`config.mk`:
```
export PLATFORM = sky130hd
export DESIGN_NAME = bcd_mod_counter
export DESIGN_NICKNAME = d
export VERILOG_FILES = /design/src/rtl/bcd_mod_counter.sv
export SDC_FILE = /design/constraint.sdc
export NUM_CORES = 1
export LEC_CHECK = 0
export BUFFER_PORTS_ARGS = -buffer_cell sky130_fd_sc_hd__buf_2
export CAP_MARGIN = 20
export CORE_AREA = 2 2 44 54
export CTS_CLUSTER_SIZE = 20
export DETAILED_ROUTE_END_ITERATION = 7
export DIE_AREA = 0 0 46 56
export HOLD_SLACK_MARGIN = 0.1
export PLACE_DENSITY = 0.72
export RECOVER_POWER = 50
export SLEW_MARGIN = 20
export SYNTH_ARGS = -nofsm -noshare
export SYNTH_HDL_FRONTEND = slang
export SYNTH_SLANG_ARGS = --single-unit
```
`constraint.sdc`:
```
create_clock -name clk -period 1.44 [get_ports clk]
set_input_delay 0.216 -clock clk [delete_from_list [all_inputs] [get_ports clk]]
set_output_delay 0.216 -clock clk [all_outputs]
set_load 0.005 [all_outputs]
```
`src/rtl/bcd_mod_counter.sv`:
```
// Parametrised packed-BCD modulo counter with enable, up/down counting, validated parallel load
// and one-cycle carry/borrow/load-error pulses for cascading stages.
module bcd_mod_counter #(
    parameter int DIGITS  = 2,
    parameter int MODULUS = 60
) (
    input  logic                  clk,
    input  logic                  reset,
    input  logic                  en,
    input  logic                  up_dn,
    input  logic                  load,
    input  logic [4*DIGITS-1:0]   load_val,
    output logic [4*DIGITS-1:0]   count,
    output logic                  carry,
    output logic                  borrow,
    output logic                  load_err
);

    localparam int W = 4 * DIGITS;

    function automatic logic [W-1:0] to_bcd(input int value);
        logic [W-1:0] res;
        int           v;
        res = {W{1'b0}};
        v   = value;
        for (int d = 0; d < DIGITS; d++) begin
            res[4*d +: 4] = 4'(v % 32'd10);
            v             = v / 32'd10;
        end
        return res;
    endfunction

    // Terminal count, fixed at elaboration so the datapath only compares BCD patterns.
    localparam logic [W-1:0] MAX_BCD = to_bcd(MODULUS - 1);

    function automatic logic [W-1:0] bcd_inc(input logic [W-1:0] v);
        logic [W-1:0] res;
        logic         c;
        res = v;
        c   = 1'b1;
        for (int d = 0; d < DIGITS; d++) begin
            if (c) begin
                if (v[4*d +: 4] == 4'd9) begin
                    res[4*d +: 4] = 4'd0;
                end else begin
                    res[4*d +: 4] = v[4*d +: 4] + 4'd1;
                    c             = 1'b0;
                end
            end else begin
                res[4*d +: 4] = v[4*d +: 4];
            end
        end
        return res;
    endfunction

    function automatic logic [W-1:0] bcd_dec(input logic [W-1:0] v);
        logic [W-1:0] res;
        logic         b;
        res = v;
        b   = 1'b1;
        for (int d = 0; d < DIGITS; d++) begin
            if (b) begin
                if (v[4*d +: 4] == 4'd0) begin
                    res[4*d +: 4] = 4'd9;
                end else begin
                    res[4*d +: 4] = v[4*d +: 4] - 4'd1;
                    b             = 1'b0;
                end
            end else begin
                res[4*d +: 4] = v[4*d +: 4];
            end
        end
        return res;
    endfunction

    // Legal BCD orders numerically like its decimal value, so a plain compare bounds the range.
    function automatic logic bcd_valid(input logic [W-1:0] v);
        logic ok;
        ok = 1'b1;
        for (int d = 0; d < DIGITS; d++) begin
            if (v[4*d +: 4] > 4'd9) begin
                ok = 1'b0;
            end else begin
                ok = ok;
            end
        end
        return ok && (v <= MAX_BCD);
    endfunction

    logic [W-1:0] r_count;
    logic         r_carry;
    logic         r_borrow;
    logic         r_load_err;

    logic [W-1:0] w_next_count;
    logic         w_carry;
    logic         w_borrow;
    logic         w_load_err;
    logic         w_load_ok;

    assign w_load_ok = bcd_valid(load_val);

    // Next-state selection: load beats enable beats hold.
    always_comb begin
        w_next_count = r_count;
        w_carry      = 1'b0;
        w_borrow     = 1'b0;
        w_load_err   = 1'b0;
        if (load) begin
            if (w_load_ok) begin
                w_next_count = load_val;
            end else begin
                w_load_err = 1'b1;
            end
        end else if (en) begin
            if (up_dn) begin
                if (r_count == MAX_BCD) begin
                    w_next_count = {W{1'b0}};
                    w_carry      = 1'b1;
                end else begin
                    w_next_count = bcd_inc(r_count);
                end
            end else begin
                if (r_count == {W{1'b0}}) begin
                    w_next_count = MAX_BCD;
                    w_borrow     = 1'b1;
                end else begin
                    w_next_count = bcd_dec(r_count);
                end
            end
        end else begin
            w_next_count = r_count;
        end
    end

    // State and pulse registers with synchronous active-low reset.
    always_ff @(posedge clk) begin
        if (!reset) begin
            r_count    <= {W{1'b0}};
            r_carry    <= 1'b0;
            r_borrow   <= 1'b0;
            r_load_err <= 1'b0;
        end else begin
            r_count    <= w_next_count;
            r_carry    <= w_carry;
            r_borrow   <= w_borrow;
            r_load_err <= w_load_err;
        end
    end

    assign count    = r_count;
    assign carry    = r_carry;
    assign borrow   = r_borrow;
    assign load_err = r_load_err;

endmodule
```
=== Word-level counts from Yosys, hierarchy flattened ===
Index checks and enable logic that the tools add are counted.
Widths: inputs -> output; s select.

* Register bits: 11
* Input port bits: 13
* Output and inout bits: 11

* $add $sub $neg: 4
* $lt $le $gt $ge: 3
* Equality and inequality tests: 5
* Mux-type cells: 27
* Bitwise gates (word level): 3
* Reduce and logical (&&, ||, !) cells: 11

{| class="wikitable"
|+ Operator list
! cell !! number
|-
| $mux 8 || 6
|-
| $mux 4 || 6
|-
| $mux 1 || 15
|-
| $add 4x1->4 const B || 2
|-
| $eq 4x4->1 const B || 2
|-
| $eq 8x7->1 const B || 1
|-
| $gt 4x4->1 const B || 2
|-
| $le 8x7->1 const B || 1
|-
| $logic_not 4->1 || 2
|-
| $logic_not 8->1 || 1
|-
| $reduce_or 4->1 || 2
|-
| $sub 4x1->4 const B || 2
|-
| $ne 4x1->1 const B || 1
|-
| $reduce_and 2->1 || 2
|-
| $reduce_and 4->1 || 1
|-
| $reduce_bool 4->1 || 1
|-
| $not 1->1 || 3
|-
| $ne 2x1->1 const B || 1
|-
| $reduce_bool 2->1 || 1
|-
| $logic_and 1x1->1 || 1
|}

=== Depth between registers and ports, before layout ===
Gate-level depths: netlist (run 1).

* Depth after elaboration: 11
* Depth in mapped cells: 7
* Depth with buffers taken out: 7

=== Least setup slack after synthesis (run 1) ===
No wires, ideal clock.

* Path type: reg-to-reg
* Start: register r_count[0] (netlist: count[0])
* End: register r_count[4] (netlist: count[4])
* Setup time: 91 ps
* Arrival time: 1509 ps
* Required time: 1349 ps
* Path slack: -160 ps
* Stages on the path, launching flop included: 8
* Path buffers: 0
* Period minus slack after synthesis: 1600 ps
* Path through: dfxtp_1 -> inv_1 -> ha_1 -> nor4b_4 -> nor3_2 -> a211oi_4 -> a21oi_1 -> a311oi_1

* Longest elaborated chain between the ends: 8

{| class="wikitable"
|+ Ends and longest elaborated chain
! item !! line !! RTL
|-
| start: declaration || 90 || <nowiki>logic [W-1:0] r_count;</nowiki>
|-
| start signal: assignment || 139 || <nowiki>r_count <= {W{1'b0}};</nowiki>
|-
| start signal: assignment || 144 || <nowiki>r_count <= w_next_count;</nowiki>
|-
| $eq 4x4->1 or $logic_not 4->1 (tied branches) || 43, 63 ||
|-
| $mux 1 (on tied branches) || 43, 63 ||
|-
| $mux 1 (on tied branches) || 117, 124 ||
|-
| $mux 1 || 116 || <nowiki>if (up_dn) begin</nowiki>
|-
| $mux 1 || 115 || <nowiki>end else if (en) begin</nowiki>
|-
| $mux 1 || 109 || <nowiki>if (load) begin</nowiki>
|-
| $ne 4x1->1 (no source line) or $reduce_bool 4->1 (tied branches) || - ||
|-
| $reduce_and 4->1 (no source line) || - ||
|}

Several ways; a longest one is shown, not always the timed one. The select of a mux whose other input is x is not followed.
A chain may end at the register's enable or synchronous reset.

=== Final worst setup path (run 1) ===
* Start: register r_count[0] (netlist: count[0])
* End: register r_count[2] (netlist: count[2])

* Longest elaborated chain between the ends: 6

{| class="wikitable"
|+ Ends and longest elaborated chain
! item !! line !! RTL
|-
| $sub 4x1->4 (tied with other cells) || 66 || <nowiki>res[4*d +: 4] = v[4*d +: 4] - 4'd1;</nowiki>
|-
| $mux 4 (on tied branches) || 63, 43 ||
|-
| $mux 8 (on tied branches) || 124, 117 ||
|-
| $mux 8 * || 116 ||
|-
| $mux 8 * || 115 ||
|-
| $mux 8 * || 109 ||
|}

Every way passes the cells marked *; elsewhere a longest branch is shown, timed or not. The select of a mux whose other input is x is not followed.

==> summary.txt, run 1 <==
Status = finished, violations left
Failing checks = negative setup slack
WP data arrival = 1720 ps
Count of cell types in the netlist = 45
RSZ-0062 raised after global routing = true
Initial DRC count = 13
Most used cells in the layout excluding fill and tap cells = buf_4 (27), buf_2 (23), nand2_1 (11), a21oi_1 (8), nor2_1 (8)
# DRC = 0
WS Path Type = register to register
Root Driver = clkbuf_4
Final setup vio count = 7
Hold path depth = 3
Largest area contributor in the netlist = dfxtp_1
Metal3 WL = 95 µm
Via count = 1050
Worst setup margin = -123 ps
Grt total ovfl = 0
Skew final = 1.32 ps
CP required = 1590 ps
Die Footprint = 2580 µm²
Final hold violations = 0
Asr flop ratio synth = 0
Worst slew margin = 0.758
DP HPWL = 2.02 mm
Hold WC Path Type = input port to register
Global Route Usage Sum = 0.225
Worst vdd ir = 0.457 mV
MaxCap Viol Count = 0
GPL Wtd Cong = 0.894
CP Max Fanout = 3
P_leak = 0.590 nW
Reg-to-Reg Start = count[0]
Antenna viol nets, final = 0
Max clock buf depth = 2
Hold EP = borrow
Slowest stage cell, crit path = dfxtp_4
Clock Pin Slew Worst Setup and Hold Paths = 70 ps
Share of the synthesized area in the top cell type = 0.240
Layout Utilization = 0.660
CP delay by family, top = buffers and inverters
Final TNS setup = -404 ps
Vias per cell = 5.68
Metal-1 WL = 1.08 mm
Number of H-tree levels = 1
Initial antenna violation count = 0
Post-Syn Area = 916 µm²
EDFF count, synth = 0
Max layer used = met4
Worst slew pin tran = 358 ps
Crit-path cells = inv_4 > ha_4 > buf_4 > buf_6 > buf_4 > and3b_1 > a31oi_1 > o21ai_1 > nand2_1 > a21oi_2
Chip height = 56 µm
Final #Nets = 182
Starting Density = 0.452
WP buf/inv = 4
Row cnt = 18
# port buffers = 23
Most common cell after layout, fill and taps aside = buf_4
Setup crit end kind = register
Layout cells sized above 1 = 0.455
Slowest stage delay, CP = 380 ps
Reg2reg end = count[2]
Die X = 46 µm
Drt pass-1 iters = 4
Synth Instances = 118
Synth-to-layout area growth = 46.0%
Pwr dens = 737 nW/µm²
Core Box Area = 2030 µm²
Routed Wire Length = 2.56 mm
Vias in the first global route = 983
Ports = 24
FF+latch count, synth = 11
Met2 WL post-DR = 1.37 mm
Power Total = 986 µW
Top cell by count, worst path = buf_4
CTS sink count = 11
DP Worst Slack = -127 ps
CP Launch Type = register
Syn avg cell area = 7.76 µm²
Largest net degree at the start of global routing = 17
YS warnings = 0
CTS tree = built
Prevailing post-synth register cell = dfxtp_1
Final Max Tran Viols = 0
Syn Nets = 134
Num CTS Buffers = 3
Maximum clock frequency = 640 MHz
Sequential share of the synthesized area = 0.240
ANT cells = 0
Hold Startpoint = en
Clock Latency Late Sink = 270 ps
Avg WL per Cell = 13.8 µm
First-pass GRT wire length = 4.31 mm
R2r setup slk = -120 ps
Final worst path period share = 1.09
Dominant cells by area after synthesis = dfxtp_1 (24%), a21oi_1 (5.5%), nand2_1 (4.5%), o21ai_0 (4.4%), ha_1 (4.1%)
Tmin final = 1560 ps
CTS Hold Buffers Added = 0
Cell count of the worst reg-to-reg path = 10
## layout make-up
class | instances | area [µm²]
timing repair buffer | 52 | 333
sequential | 11 | 233
inverter | 6 | 27.5
multi-input combinational | 92 | 693
tap | 20 | 25.0
clock buffer | 4 | 26.3
fill | 181 | 689
## worst register-to-register path: cells and delay by family, from the launching register on
family / cells / cell delay (ps)
DFF: 1 / 380
and+or+nand+nor: 2 / 240
AOI/OAI and AO/OA: 3 / 280
buffers and inverters: 4 / 400
adders and majority gates: 1 / 150
## state kept, by name (all words and copies together), names as in the netlist
name and flops:
borrow 1, load_err 1, carry 1, count 8
## per-stage QoR
step,hold WS [ps],area [µm²],instances
after detailed placement,487,1220,175
after floorplan,342,956,118
after global routing,198,1340,185
final,203,1340,185
after CTS,196,1280,182
after global placement,488,1220,175
## power by group
part | switching, mW | internal, mW
Sequential | 0.0373 | 0.325
Combinational | 0.186 | 0.221
Clock | 0.109 | 0.107
Total | 0.333 | 0.653
## logic make-up (layout without fill, tap and decap cells)
logic type                 Yosys count  count (layout)  share of synthesized area
buffers and inverters               15              62                     0.0820
AOI/OAI and AO/OA                   38              38                      0.287
muxes                                3               3                     0.0328
and+or+nand+nor                     46              46                      0.298
adders and majority gates            3               3                     0.0410
DFF                                 11              11                      0.240
xor gates and xnor gates             2               2                     0.0191
## synthesized netlist by cell type (3+ instances only)
cell	n
mux2i_1	3
dfxtp_1	11
nand2_1	11
a21oi_1	10
a221oi_1	3
nand2b_1	5
inv_1	6
o21ai_0	8
clkbuf_1	4
ha_1	3
nand3_1	3
nor3_1	3
nor2_1	10
## per-layer routing
metal | up-vias | global-route usage
met5 | - | 0
met4 | 0 | 0.0612
met3 | 2 | 0.0292
met2 | 32 | 0.385
met1 | 486 | 0.281
li1 | 530 | -
## repair_timing
item | CTS | global route
resized for setup | 6 | 12
pin swaps | 6 | 4
endpoints found under the setup margin | 6 | 7
setup buffers | 3 | 3
## worst max-delay path by stage
stage,startpoint,to,slack [ps],cells past startpoint
4_1_cts,count[0],count[4],-60,7
6_report,count[0],count[2],-120,10
3_5_place_dp,count[1],count[4],-130,7
3_3_place_gp,count[2],count[6],-90,5
2_1_floorplan,count[1],count[4],-70,7
5_1_grt,count[0],count[4],-250,7
(Power assumes the default switching activity.)
==> inputs of run 2 (changes only) <==
--- a/config.mk
+++ b/config.mk
@@ -14,6 +14,7 @@
 export HOLD_SLACK_MARGIN = 0.1
 export PLACE_DENSITY = 0.72
 export RECOVER_POWER = 50
+export SETUP_SLACK_MARGIN = 0.5
 export SLEW_MARGIN = 20
 export SYNTH_ARGS = -nofsm -noshare
 export SYNTH_HDL_FRONTEND = slang
==> run 2 against run 1 <==
  * The flow still finishes with violations (negative setup slack)
  * Clock power barely moved
  * Worst setup slack improved by 62 ps
  * Core utilization rose by 7.8 points
  * Critical path depth fell by 3
  * Clock-buffer cell count did not move
  * Register-to-register slack improved by 60 ps
==> summary.txt, run 2 (synthesis results as in run 1) <==
Status = finished, violations left (unchanged)
Failing checks = negative setup slack (unchanged)
Worst setup margin = -61.0 ps (was -123 ps)
Setup crit end kind = register (unchanged)
M1 GR Usage = 0.297 (was 0.281)
Sequential Power Share = 0.352 (was 0.367)
Skew final = 8.77 ps (was 1.32 ps)
Comb power frac = 0.441 (was 0.413)
Setup crit end = count[4] (was count[2])
MaxCap Viol Count = 0 (unchanged)
Antenna viol nets, final = 0 (unchanged)
WS Path Type = register to register (unchanged)
Final TNS setup = -116 ps (was -404 ps)
Final hold violations = 0 (unchanged)
DP HPWL = 2.12 mm (was 2.02 mm)
Largest net degree at the start of global routing = 15 (was 17)
Die X = 46 µm (unchanged)
CP Max Fanout = 6 (was 3)
Hold WC Path Type = input port to register (unchanged)
Die Footprint = 2580 µm² (unchanged)
GR peak layer = met2 (unchanged)
Clock network power share = 0.207 (was 0.220)
R2r setup slk = -60 ps (was -120 ps)
CTS tree = built (unchanged)
Cell count of the worst reg-to-reg path = 7 (was 10)
Initial DRC count = 39 (was 13)
Final worst path period share = 1.04 (was 1.09)
Avg WL per Cell = 15.6 µm (was 13.8 µm)
Number of H-tree levels = 1 (unchanged)
Vias in the first global route = 1072 (was 983)
Vias per cell = 5.78 (was 5.68)
Clock Latency Late Sink = 280 ps (was 270 ps)
Routed Wire Length = 2.89 mm (was 2.56 mm)
Starting Density = 0.452 (unchanged)
Fin area = 1500 µm² (was 1340 µm²)
Max clock buf depth = 2 (unchanged)
Pwr dens = 695 nW/µm² (was 737 nW/µm²)
Layout cells sized above 1 = 0.518 (was 0.455)
Worst vdd ir = 0.593 mV (was 0.457 mV)
Final #Nets = 183 (was 182)
DP Area = 1230 µm² (was 1220 µm²)
Clock Pin Slew Worst Setup and Hold Paths = 70 ps (about the same)
Final Max Tran Viols = 0 (unchanged)
Core Box Area = 2030 µm² (unchanged)
Tmin final = 1500 ps (was 1560 ps)
Chip height = 56 µm (unchanged)
Global Route Usage Sum = 0.255 (was 0.225)
CP Launch Type = register (unchanged)
First-pass GRT wire length = 4.86 mm (was 4.31 mm)
Row cnt = 18 (unchanged)
Drt pass-1 iters = 4 (unchanged)
Ports = 24 (unchanged)
Reg2reg end = count[4] (was count[2])
Most common cell after layout, fill and taps aside = buf_4 (unchanged)
CP required = 1630 ps (was 1590 ps)
Most used cells in the layout excluding fill and tap cells = buf_4 (20), buf_6 (16), buf_2 (14), nand2_1 (10) (was buf_4 (27), buf_2 (23), nand2_1 (11), a21oi_1 (8), nor2_1 (8))
Final setup vio count = 5 (was 7)
Switch Pwr = 353 µW (was 333 µW)
GPL Wtd Cong = 0.903 (was 0.894)
Critical Path Start = count[1] (was count[0])
Via count = 1075 (was 1050)
Met3 Usage GRT = 0.0390 (was 0.0292)
P_leak = 0.622 nW (was 0.590 nW)
CTS sink count = 11 (unchanged)
ANT cells = 0 (unchanged)
Worst slew pin tran = 318 ps (was 358 ps)
Total internal power = 687 µW (was 653 µW)
Synth-to-layout area growth = 63.4% (was 46.0%)
Grt total ovfl = 0 (unchanged)
Reg-to-Reg Start = count[1] (was count[0])
# DRC = 0 (unchanged)
Max FFs per register = 8 (unchanged)
Maximum clock frequency = 666 MHz (was 640 MHz)
Num CTS Buffers = 3 (unchanged)
WP data arrival = 1690 ps (was 1720 ps)
CTS Hold Buffers Added = 0 (unchanged)
Filler cells = 160 (was 181)
# port buffers = 23 (unchanged)
Worst slew margin = 0.788 (was 0.758)
Met2 Usage GRT = 0.429 (was 0.385)
RSZ-0062 raised after global routing = true (unchanged)
Root Driver = clkbuf_4 (unchanged)
Switching Fraction = 0.339 (was 0.338)
Initial antenna violation count = 0 (unchanged)
[run 2: cell count changes in the layout (fill, tap and decap cells not counted), moves of 3 or more]
cell,delta
nor3_2,+3
buf_4,-7
dfxtp_1,-4
dfxtp_4,+4
buf_6,+15
buf_2,-9
[run 2: through the flow]
stage               setup WS, ps  instances  hold WS (ps)  power [mW]   util
floorplan                  -67.0        118           342       0.596      -
global placement           -51.4        171           481       0.713  0.607
detailed placement          -126        171           487       0.729  0.607
CTS                        -67.1        181           215        1.01  0.715
global route                -190        186           229        1.11  0.738
finish                     -61.0        186           209        1.04  0.738
[run 2: how the worst min path moves through the flow]
stage,endpoint,cells after the start,start
after global routing,borrow,3,en
after detailed placement,borrow,3,en
final,count[4],3,load_val[4]
after floorplan,borrow,2,en
after CTS,count[4],3,load_val[4]
after global placement,borrow,3,en
[run 2: critical path, cell delays in order (launching register included)]
cell      delay (ps)
dfxtp_4          360
inv_4             70
ha_4             140
nor4b_4          220
nor3_2            90
a211oi_4         250
a21oi_1          110
a311oi_1         180
[run 2: repair_timing]
item,4_1_cts,5_1_grt
pin swaps,6,6
setup endpoints to repair,18,18
buffers inserted,6,5
resized for setup,35,4
[run 2: metal layers]
metal / share of wire / wire (µm) / vias up
met5: 0 / 0 / -
met4: 0.029 / 85 / 0
met1: 0.40 / 1160 / 509
li1: - / - / 526
met2: 0.53 / 1540 / 31
met3: 0.037 / 108 / 9
[run 2: cell type report]
class                   instances  area (µm²)  share of cell area
clock buffers                   4        26.3              0.0176
well taps                      20        25.0              0.0167
multi-input cells              92         744               0.497
flip-flops and latches         11         248               0.166
inverters                       6        25.0              0.0167
repair buffers                 53         428               0.286
[run 2: power by group through the flow]
stage	logic [mW]	clock network, mW	registers, mW
2_1_floorplan	0.241	0	0.356
3_3_place_gp	0.342	0	0.371
3_5_place_dp	0.355	0	0.374
4_1_cts	0.433	0.214	0.366
5_1_grt	0.504	0.234	0.370
6_report	0.458	0.215	0.366
